$ cat src/rtl/gen_mod_sched.sv
// gen_mod_sched: hp/phase scheduler and phase-sweep sequencer for the harmonic modulation generator.
// Defining GEN_MOD_SCHED_WDOG_EN adds a period watchdog on APPLY/SWEEP and the wdog_err output.
//
// state   | meaning
// IDLE    | accepts cfg_wr (once gen_rst hold has ended) and sweep_start
// RESTART | new hp/phase loaded, gen_rst held for RST_CYC cycles
// APPLY   | pending phase waits for the next harmonic_trig
// SWEEP   | phase stepped every max(sweep_dwell,1) periods up to the clamped end
module gen_mod_sched #(
  parameter int PERIOD_LEN = 120,
  parameter int RST_CYC    = 2,
  parameter int DWELL_W    = 16
) (
  input  logic               clk,
  input  logic               rst,
  input  logic [13:0]        cfg_hp,
  input  logic [11:0]        cfg_phase,
  input  logic               cfg_wr,
  input  logic               sweep_start,
  input  logic               sweep_stop,
  input  logic [11:0]        sweep_step,
  input  logic [11:0]        sweep_end,
  input  logic [DWELL_W-1:0] sweep_dwell,
  input  logic               harmonic_trig,
  output logic [13:0]        hp,
  output logic [11:0]        phase,
  output logic               gen_rst,
  output logic               busy,
  output logic               cfg_err,
  output logic               step_pulse,
  output logic               sweep_done,
  output logic [1:0]         state
`ifdef GEN_MOD_SCHED_WDOG_EN
  ,
  output logic               wdog_err
`endif
);

  typedef enum logic [1:0] {
    IDLE    = 2'd0,
    RESTART = 2'd1,
    APPLY   = 2'd2,
    SWEEP   = 2'd3
  } state_t;

  localparam int HOLD_W = $clog2(RST_CYC + 1);
  localparam logic [HOLD_W-1:0] HOLD_INIT = HOLD_W'(RST_CYC);
  localparam logic [11:0] PH_MAX = 12'(PERIOD_LEN - 1);

  state_t              st_q, st_nxt;
  logic [13:0]         hp_q, hp_nxt;
  logic [11:0]         phase_q, phase_nxt;
  logic [13:0]         pend_hp_q, pend_hp_nxt;
  logic [11:0]         pend_phase_q, pend_phase_nxt;
  logic [HOLD_W-1:0]   hold_q, hold_nxt;
  logic [DWELL_W-1:0]  dwell_q, dwell_nxt;
  logic                cfg_err_q, cfg_err_nxt;
  logic                step_q, step_nxt;
  logic                done_q, done_nxt;

  logic                accept;
  logic [11:0]         cfg_ph_sat;
  logic [DWELL_W-1:0]  dwell_lim;
  logic [DWELL_W:0]    dwell_inc;
  logic                dwell_exp;
  logic [11:0]         lim;
  logic [12:0]         ph_sum;
  logic [11:0]         ph_step;
  logic                at_lim;

  assign accept     = (st_q == IDLE) && (hold_q == '0);
  assign cfg_ph_sat = (cfg_phase > PH_MAX) ? PH_MAX : cfg_phase;
  assign dwell_lim  = (sweep_dwell == '0) ? DWELL_W'(1) : sweep_dwell;
  assign dwell_inc  = {1'b0, dwell_q} + (DWELL_W + 1)'(1);
  assign dwell_exp  = dwell_inc >= {1'b0, dwell_lim};
  assign lim        = (sweep_end > PH_MAX) ? PH_MAX : sweep_end;
  assign ph_sum     = {1'b0, phase_q} + {1'b0, sweep_step};
  assign ph_step    = (ph_sum > {1'b0, lim}) ? lim : ph_sum[11:0];
  // a zero step can never advance, so it ends the sweep like reaching lim
  assign at_lim     = (phase_q == lim) || (sweep_step == '0);

`ifdef GEN_MOD_SCHED_WDOG_EN
  localparam int TICK_W = $clog2(2 * PERIOD_LEN + 1);
  localparam logic [TICK_W-1:0] TICK_INIT = TICK_W'(2 * PERIOD_LEN);

  logic [13:0]       pre_q;
  logic [TICK_W-1:0] tick_q;
  logic              wdog_q;
  logic              wd_active;
  logic              wd_fire;

  assign wd_active = (st_q == APPLY) || (st_q == SWEEP);
  assign wd_fire   = wd_active && !harmonic_trig && (pre_q == '0) && (tick_q == TICK_W'(1));
  assign wdog_err  = wdog_q;

  // pre_q divides clk by hp+1; tick_q counts those ticks down to expiry
  always_ff @(posedge clk) begin
    if (rst) begin
      pre_q  <= '0;
      tick_q <= TICK_INIT;
      wdog_q <= 1'b0;
    end else begin
      wdog_q <= wd_fire;
      if (!wd_active || harmonic_trig || wd_fire) begin
        pre_q  <= hp_q;
        tick_q <= TICK_INIT;
      end else if (pre_q == '0) begin
        pre_q  <= hp_q;
        tick_q <= tick_q - TICK_W'(1);
      end else begin
        pre_q  <= pre_q - 14'd1;
      end
    end
  end
`endif

  always_comb begin
    st_nxt         = st_q;
    hp_nxt         = hp_q;
    phase_nxt      = phase_q;
    pend_hp_nxt    = pend_hp_q;
    pend_phase_nxt = pend_phase_q;
    hold_nxt       = (hold_q != '0) ? hold_q - HOLD_W'(1) : '0;
    dwell_nxt      = dwell_q;
    cfg_err_nxt    = cfg_wr && !accept;
    step_nxt       = 1'b0;
    done_nxt       = 1'b0;
    case (st_q)
      IDLE: begin
        if (cfg_wr && accept) begin
          pend_hp_nxt    = cfg_hp;
          pend_phase_nxt = cfg_ph_sat;
          if (cfg_hp != hp_q) begin
            st_nxt    = RESTART;
            hp_nxt    = cfg_hp;
            phase_nxt = cfg_ph_sat;
            hold_nxt  = HOLD_INIT;
          end else begin
            st_nxt = APPLY;
          end
        end else if (sweep_start) begin
          st_nxt    = SWEEP;
          dwell_nxt = '0;
        end
      end
      RESTART: begin
        hp_nxt    = pend_hp_q;
        phase_nxt = pend_phase_q;
        if (hold_q <= HOLD_W'(1)) st_nxt = IDLE;
      end
      APPLY: begin
        if (harmonic_trig) begin
          phase_nxt = pend_phase_q;
          st_nxt    = IDLE;
        end
      end
      SWEEP: begin
        if (sweep_stop) begin
          st_nxt    = IDLE;
          dwell_nxt = '0;
        end else if (harmonic_trig) begin
          if (dwell_exp) begin
            dwell_nxt = '0;
            if (at_lim) begin
              done_nxt = 1'b1;
              st_nxt   = IDLE;
            end else begin
              phase_nxt = ph_step;
              step_nxt  = 1'b1;
            end
          end else begin
            dwell_nxt = dwell_inc[DWELL_W-1:0];
          end
        end
      end
      default: st_nxt = IDLE;
    endcase
`ifdef GEN_MOD_SCHED_WDOG_EN
    if (wd_fire) begin
      st_nxt         = RESTART;
      hp_nxt         = hp_q;
      phase_nxt      = phase_q;
      pend_hp_nxt    = hp_q;
      pend_phase_nxt = phase_q;
      hold_nxt       = HOLD_INIT;
      dwell_nxt      = '0;
      step_nxt       = 1'b0;
      done_nxt       = 1'b0;
    end
`endif
  end

  always_ff @(posedge clk) begin
    if (rst) begin
      st_q         <= IDLE;
      hp_q         <= '0;
      phase_q      <= '0;
      pend_hp_q    <= '0;
      pend_phase_q <= '0;
      hold_q       <= HOLD_INIT;
      dwell_q      <= '0;
      cfg_err_q    <= 1'b0;
      step_q       <= 1'b0;
      done_q       <= 1'b0;
    end else begin
      st_q         <= st_nxt;
      hp_q         <= hp_nxt;
      phase_q      <= phase_nxt;
      pend_hp_q    <= pend_hp_nxt;
      pend_phase_q <= pend_phase_nxt;
      hold_q       <= hold_nxt;
      dwell_q      <= dwell_nxt;
      cfg_err_q    <= cfg_err_nxt;
      step_q       <= step_nxt;
      done_q       <= done_nxt;
    end
  end

  assign hp         = hp_q;
  assign phase      = phase_q;
  assign gen_rst    = (hold_q != '0);
  assign busy       = (st_q != IDLE);
  assign cfg_err    = cfg_err_q;
  assign step_pulse = step_q;
  assign sweep_done = done_q;
  assign state      = st_q;

endmodule

$ cat config.mk
export PLATFORM = sky130hd
export DESIGN_NAME = gen_mod_sched
export DESIGN_NICKNAME = d
export VERILOG_FILES = /design/src/rtl/gen_mod_sched.sv
export SDC_FILE = /design/constraint.sdc
export NUM_CORES = 1
export LEC_CHECK = 0
export ABC_AREA = 1
export BUFFER_PORTS_ARGS = -buffer_cell sky130_fd_sc_hd__buf_2
export CORE_ASPECT_RATIO = 0.9
export CORE_MARGIN = 5
export CORE_UTILIZATION = 60
export DETAILED_ROUTE_END_ITERATION = 6
export GPL_TIMING_DRIVEN = 0
export PLACE_DENSITY = 0.94
export SYNTH_ARGS = -nofsm -noshare
export SYNTH_HDL_FRONTEND = slang
export SYNTH_SLANG_ARGS = --single-unit
$ cat constraint.sdc
create_clock -name clk -period 7.4 [get_ports clk]
set_input_delay 0.37 -clock clk [delete_from_list [all_inputs] [get_ports clk]]
set_output_delay 0.37 -clock clk [all_outputs]
set_load 0.005 [all_outputs]
# Yosys cells after proc, flatten, opt, wreduce, memory -nomap -nowiden
# Index checks and enable logic that the tools add are counted.
# Widths: inputs -> output; s select.
[op_classes] n_eq_ne=19 n_addsub=3 reduce_logical=19 muxes=37 n_bitwise=3 magnitude_cmp=5
[op_table] operator="$mux 12" count=10
[op_table] operator="$mux 16" count=6
[op_table] operator="$pmux 12 s4" count=1
[op_table] operator="$pmux 16 s2" count=1
[op_table] operator="$mux 14" count=2
[op_table] operator="$pmux 14 s2" count=1
[op_table] operator="$mux 2" count=13
[op_table] operator="$gt 12x7->1 const B" count=2
[op_table] operator="$add 16x1->17 const B" count=1
[op_table] operator="$ge 17x16->1" count=1
[op_table] operator="$logic_not 16->1" count=1
[op_table] operator="$ne 2x2->1 const B" count=8
[op_table] operator="$ne 14x14->1" count=1
[op_table] operator="$add 12x12->13" count=1
[op_table] operator="$gt 13x12->1" count=1
[op_table] operator="$eq 12x12->1" count=1
[op_table] operator="$logic_not 12->1" count=1
[op_table] operator="$ne 3x3->1 const B" count=3
[op_table] operator="$pmux 2 s4" count=1
[op_table] operator="$reduce_bool 2->1" count=4
[op_table] operator="$reduce_and 7->1" count=1
[op_table] operator="$reduce_and 6->1" count=1
[op_table] operator="$reduce_or 5->1" count=1
[op_table] operator="$eq 2x2->1 const B" count=2
[op_table] operator="other kinds (14)" count=21
[totals] elab_cells=96 regBits=75 out_inout_bits=33 inputBits=72

# Longest topological paths before layout
[logic_depth] depth_word=9 mapped_depth=21 depth_no_buf=20

# Least setup slack after synthesis
# OpenSTA, ideal clock, no wires.
[synth_timing] kind="register to register" start="register phase_q[0] (netlist: phase[0])" end="register phase_q[9] (netlist: phase[9])" required_time_ns=7.330 slack_ns=4.375 stages_incl_launch_ff=21 synth_period_minus_slack_ns=3.025 n_path_buf=1 setup_ns=0.070 arrival_ns=2.955 path_cell_list="dfxtp_1 ha_1 inv_1 fa_1 nand3b_1 nand2_2 a31oi_1 nor2_1 nor2_1 xor2_1 ha_1 a21oi_1 nor2_1 nor3_1 nand3_2 nand2_2 buf_6 nand2_1 o21ai_1 nand2_1 a21oi_1"
[synth_between] elab_chain_len=8 elab_cells_between_ends=12 classes_between="add/sub (1); order compare (1); eq/ne (2); mux (6); reduce/logical (2)"
[synth_rtl] item="start, declared" line="52" source="logic [11:0] phase_q, phase_nxt;"
[synth_rtl] item="start signal, assigned" line="208" source="phase_q <= phase_nxt;"
[synth_rtl] item="$add 12x12->13" line="77" source="assign ph_sum = {1'b0, phase_q} + {1'b0, sweep_step};"
[synth_rtl] item="$gt 13x12->1" line="78" source="assign ph_step = (ph_sum > {1'b0, lim}) ? lim : ph_sum[11:0];"
[synth_rtl] item="$mux 12" line="78"
[synth_rtl] item="$mux 12" line="164" source="if (at_lim) begin"
[synth_rtl] item="$mux 12" line="162" source="if (dwell_exp) begin"
[synth_rtl] item="$mux 12" line="161" source="end else if (harmonic_trig) begin"
[synth_rtl] item="$mux 12" line="158" source="if (sweep_stop) begin"
[synth_rtl] item="$pmux 12 s4" line="128" source="case (st_q)"
# Several ways; a longest one is shown, not always the timed one. The select of a mux whose other input is x is not followed.
# A chain may end at the register's enable or synchronous reset.

# Final worst setup path
[layout_timing] start="register phase_q[0] (netlist: phase[0])" end="register phase_q[7] (netlist: phase[7])"
# The elaborated chain is that of the path after synthesis.

==> impl_metrics.ini <==
[pwr]
switching_share = 0.4473
internal_power_mw = 1.075
p_seq_frac = 0.299
clockPowerShare = 0.182
power.switching_uw = 869.8
powerDensity_nw_per_um2 = 305.9
pwr-share-comb = 0.519
leakage_nw = 3.276
total_power_mw = 1.945
ir_worst_vdd_v = 0.0002009

[placed_design]
globalplace.congestion = 0.9288
place_hpwl_um = 10630
io_buffers = 103
placedCellCount = 1042

[min_path]
hp-class = in -> reg
hold_start = cfg_wr

[global_routing]
grt_start_max_net_pins = 14
grt_pass1_wl_um = 23130
antenna_found_initial = 0
grt_usage = 0.2455
grt_pass1_vias = 5322
globalRoute.totalOverflow = 0

[routing]
via_count = 5590
wirelength_um = 13570
drc = 0
ant_nets = 0
drt_iter0_drc = 382
wl_per_cell_um = 12.83
drtPass1Iterations = 5
drt-vias-per-instance = 5.284

[critical_path]
worst_ep_arrival_time_ps = 3750
cp_max_fo = 10
path_class = reg -> reg
worstSetupEndpointType = flip-flop
crit_required_ps = 7670
start_kind = flip-flop
r2r-start = phase[0]$_SDFFE_PP0P_
startpoint = phase[0]$_SDFFE_PP0P_

[synth]
synth_edf_count = 0
synth.yosys.seq_area_share = 0.2755
ys.flop_type = dfxtp_1
ys_ff_latch = 75
ys_async_sr_fraction = 0
syn_avg_cell_area_um2 = 6.702
ys_types = 42
synth_largest_area_cell = dfxtp_1
synth_top_area_frac = 0.2755
yosysWarnings = 0
syn-cell-area_um2 = 5449
ys_top_cells_by_area = dfxtp_1 28%, nand2_1 13%, ha_1 10%, a21oi_1 8.3%, inv_1 8.2%
netlist_instances = 813

[layout]
n_antenna_cell = 0
multi_input_comb_area_um2 = 3369
drive_gt1_frac = 0.1699
seq_area_um2 = 1501
nets = 1049
nFillCells = 730
fin_cells = 1058
layout_common_cells = 183 x nand2_1, 119 x inv_1, 106 x buf_2
final_common_cell = nand2_1
area.growth.synth_to_final_pct = 16.67

[floorplanning]
die_w_um = 110.5
die_h_um = 100.4
coreArea_um2 = 9001
start_util = 0.6054
dieArea_um2 = 11090
io_pins = 105
rows = 33

[timing]
fin_skew_ps = 13.00
hold_ws_ps = 267.2
max_slew.worst_pin.slew_ps = 506.0
setup_viol = 0
post-route-min-period_ps = 3478
rsz0062_at_grt = false
slew_headroom = 0.6627
max_freq_mhz = 287.5
hold_viol = 0
maxSlewViolCount = 0
setup_tns_ps = 0
finalCritPeriodShare = 0.4700

[clock_network]
post_cts_resized = 0
ctsHoldBuffers = 0
cts_max_level = 3
insertion_delay_ps = 350
clk_root_buffer_cell = clkbuf_8
cts_tree = yes
cts_setup_buffers = 0
cts_buffer_depth = 2
cts_made_buffers = 9
clock_sinks = 75
clkTransAtPathRegs_ps = 80

[run]
drv_cap = 0

[status]
outcome = finished, final reports clean
-- state kept, by name, summed over array words and instances (netlist names) --
| name | cells |
|---|---|
| cfg_err | 1 |
| dwell_q | 16 |
| hold_q | 2 |
| hp | 14 |
| pend_hp_q | 14 |
| pend_phase_q | 12 |
| phase | 12 |
| state | 2 |
| step_pulse | 1 |
| sweep_done | 1 |
-- layout make-up --
| class | instances | share of cell area |
|---|---|---|
| sequential | 75 | 0.2362 |
| clock inverter | 5 | 0.01319 |
| multi-input combinational | 592 | 0.5300 |
| clock buffer | 11 | 0.02224 |
| tap | 122 | 0.02401 |
| buffer | 27 | 0.02067 |
| inverter | 123 | 0.07262 |
| timing repair buffer | 103 | 0.08109 |
-- synthesized netlist by cell type (2+ instances only) --
master    instances
buf_6             2
clkbuf_1         20
o21ai_0          61
nand3_1          47
nand3_4           2
nand3b_1          7
xnor2_1          12
o211ai_1          6
nor2_1           43
nand2_1         183
nor4_1            7
nor2_4            3
a21o_1            2
nand4_1          20
inv_1           119
nor3_1            8
dfxtp_1          75
buf_2             3
ha_1             45
nand3_2           3
nand2_2           8
or2_2             5
nor2_2            3
nand4_4           2
xor2_1           18
inv_2             4
a21oi_1          90
-- routing by layer --
metal / up-vias / GRT usage / wire, um
li1: 2902 / - / -
met4: 0 / 0.09280 / 272
met3: 25 / 0.04943 / 928
met2: 194 / 0.4240 / 6426
met1: 2469 / 0.3045 / 5946
met5: - / 0 / 0
-- stage by stage --
| stage | utilization | setup WS (ps) | area, um2 |
|---|---|---|---|
| 2_1_floorplan | - | 4375 | 5464 |
| 3_3_place_gp | 0.6813 | 3964 | 6132 |
| 3_5_place_dp | 0.6813 | 3852 | 6132 |
| 4_1_cts | 0.7063 | 3908 | 6357 |
| 5_1_grt | 0.7063 | 3619 | 6357 |
| 6_report | 0.7063 | 3922 | 6357 |
-- logic make-up (layout without fill, tap and decap cells) --
logic type      count (synthesis)  after routing  share of synthesized area
compound gates                164            164                     0.1561
fa+ha+maj                      46             46                     0.1070
flops                          75             75                     0.2755
simple gates                  347            347                     0.3036
buf+inv                       150            269                     0.1088
other cells                     1              5                  0.0006882
xor+xnor                       30             30                    0.04822
-- worst max-delay path, stage by stage, from the launching register on --
cell	delay, ps
dfxtp_1	400
ha_1	190
inv_1	50
fa_1	400
nand3b_1	200
nand2_2	120
a31oi_1	110
nor2_1	110
nor2_1	60
xor2_1	200
ha_1	280
a21oi_1	140
nor2_1	50
nor3_1	220
nand3_2	220
nand2_2	140
buf_6	140
nand3_1	80
nand2_1	70
nand2_1	70
a21oi_1	140
-- power by group through the flow --
stage          registers (mW)  logic [mW]  clock network (mW)
6_report                0.581        1.01               0.354
5_1_grt                 0.593        1.16               0.377
4_1_cts                 0.577        1.00               0.358
3_5_place_dp            0.585       0.991                   0
3_3_place_gp            0.582       0.968                   0
2_1_floorplan           0.573       0.734                   0
-- worst paths after layout --
check / to / slack (ps) / cells after the start
max: phase[7]$_SDFFE_PP0P_ / 3920 / 20
max reg2reg: phase[7]$_SDFFE_PP0P_ / 3920 / 20
min reg2reg: hold_q[0]$_SDFF_PP0_ / 440 / 1
min: cfg_err$_SDFF_PP0_ / 270 / 3
No activity file was read; power rests on OpenSTA's default activity.
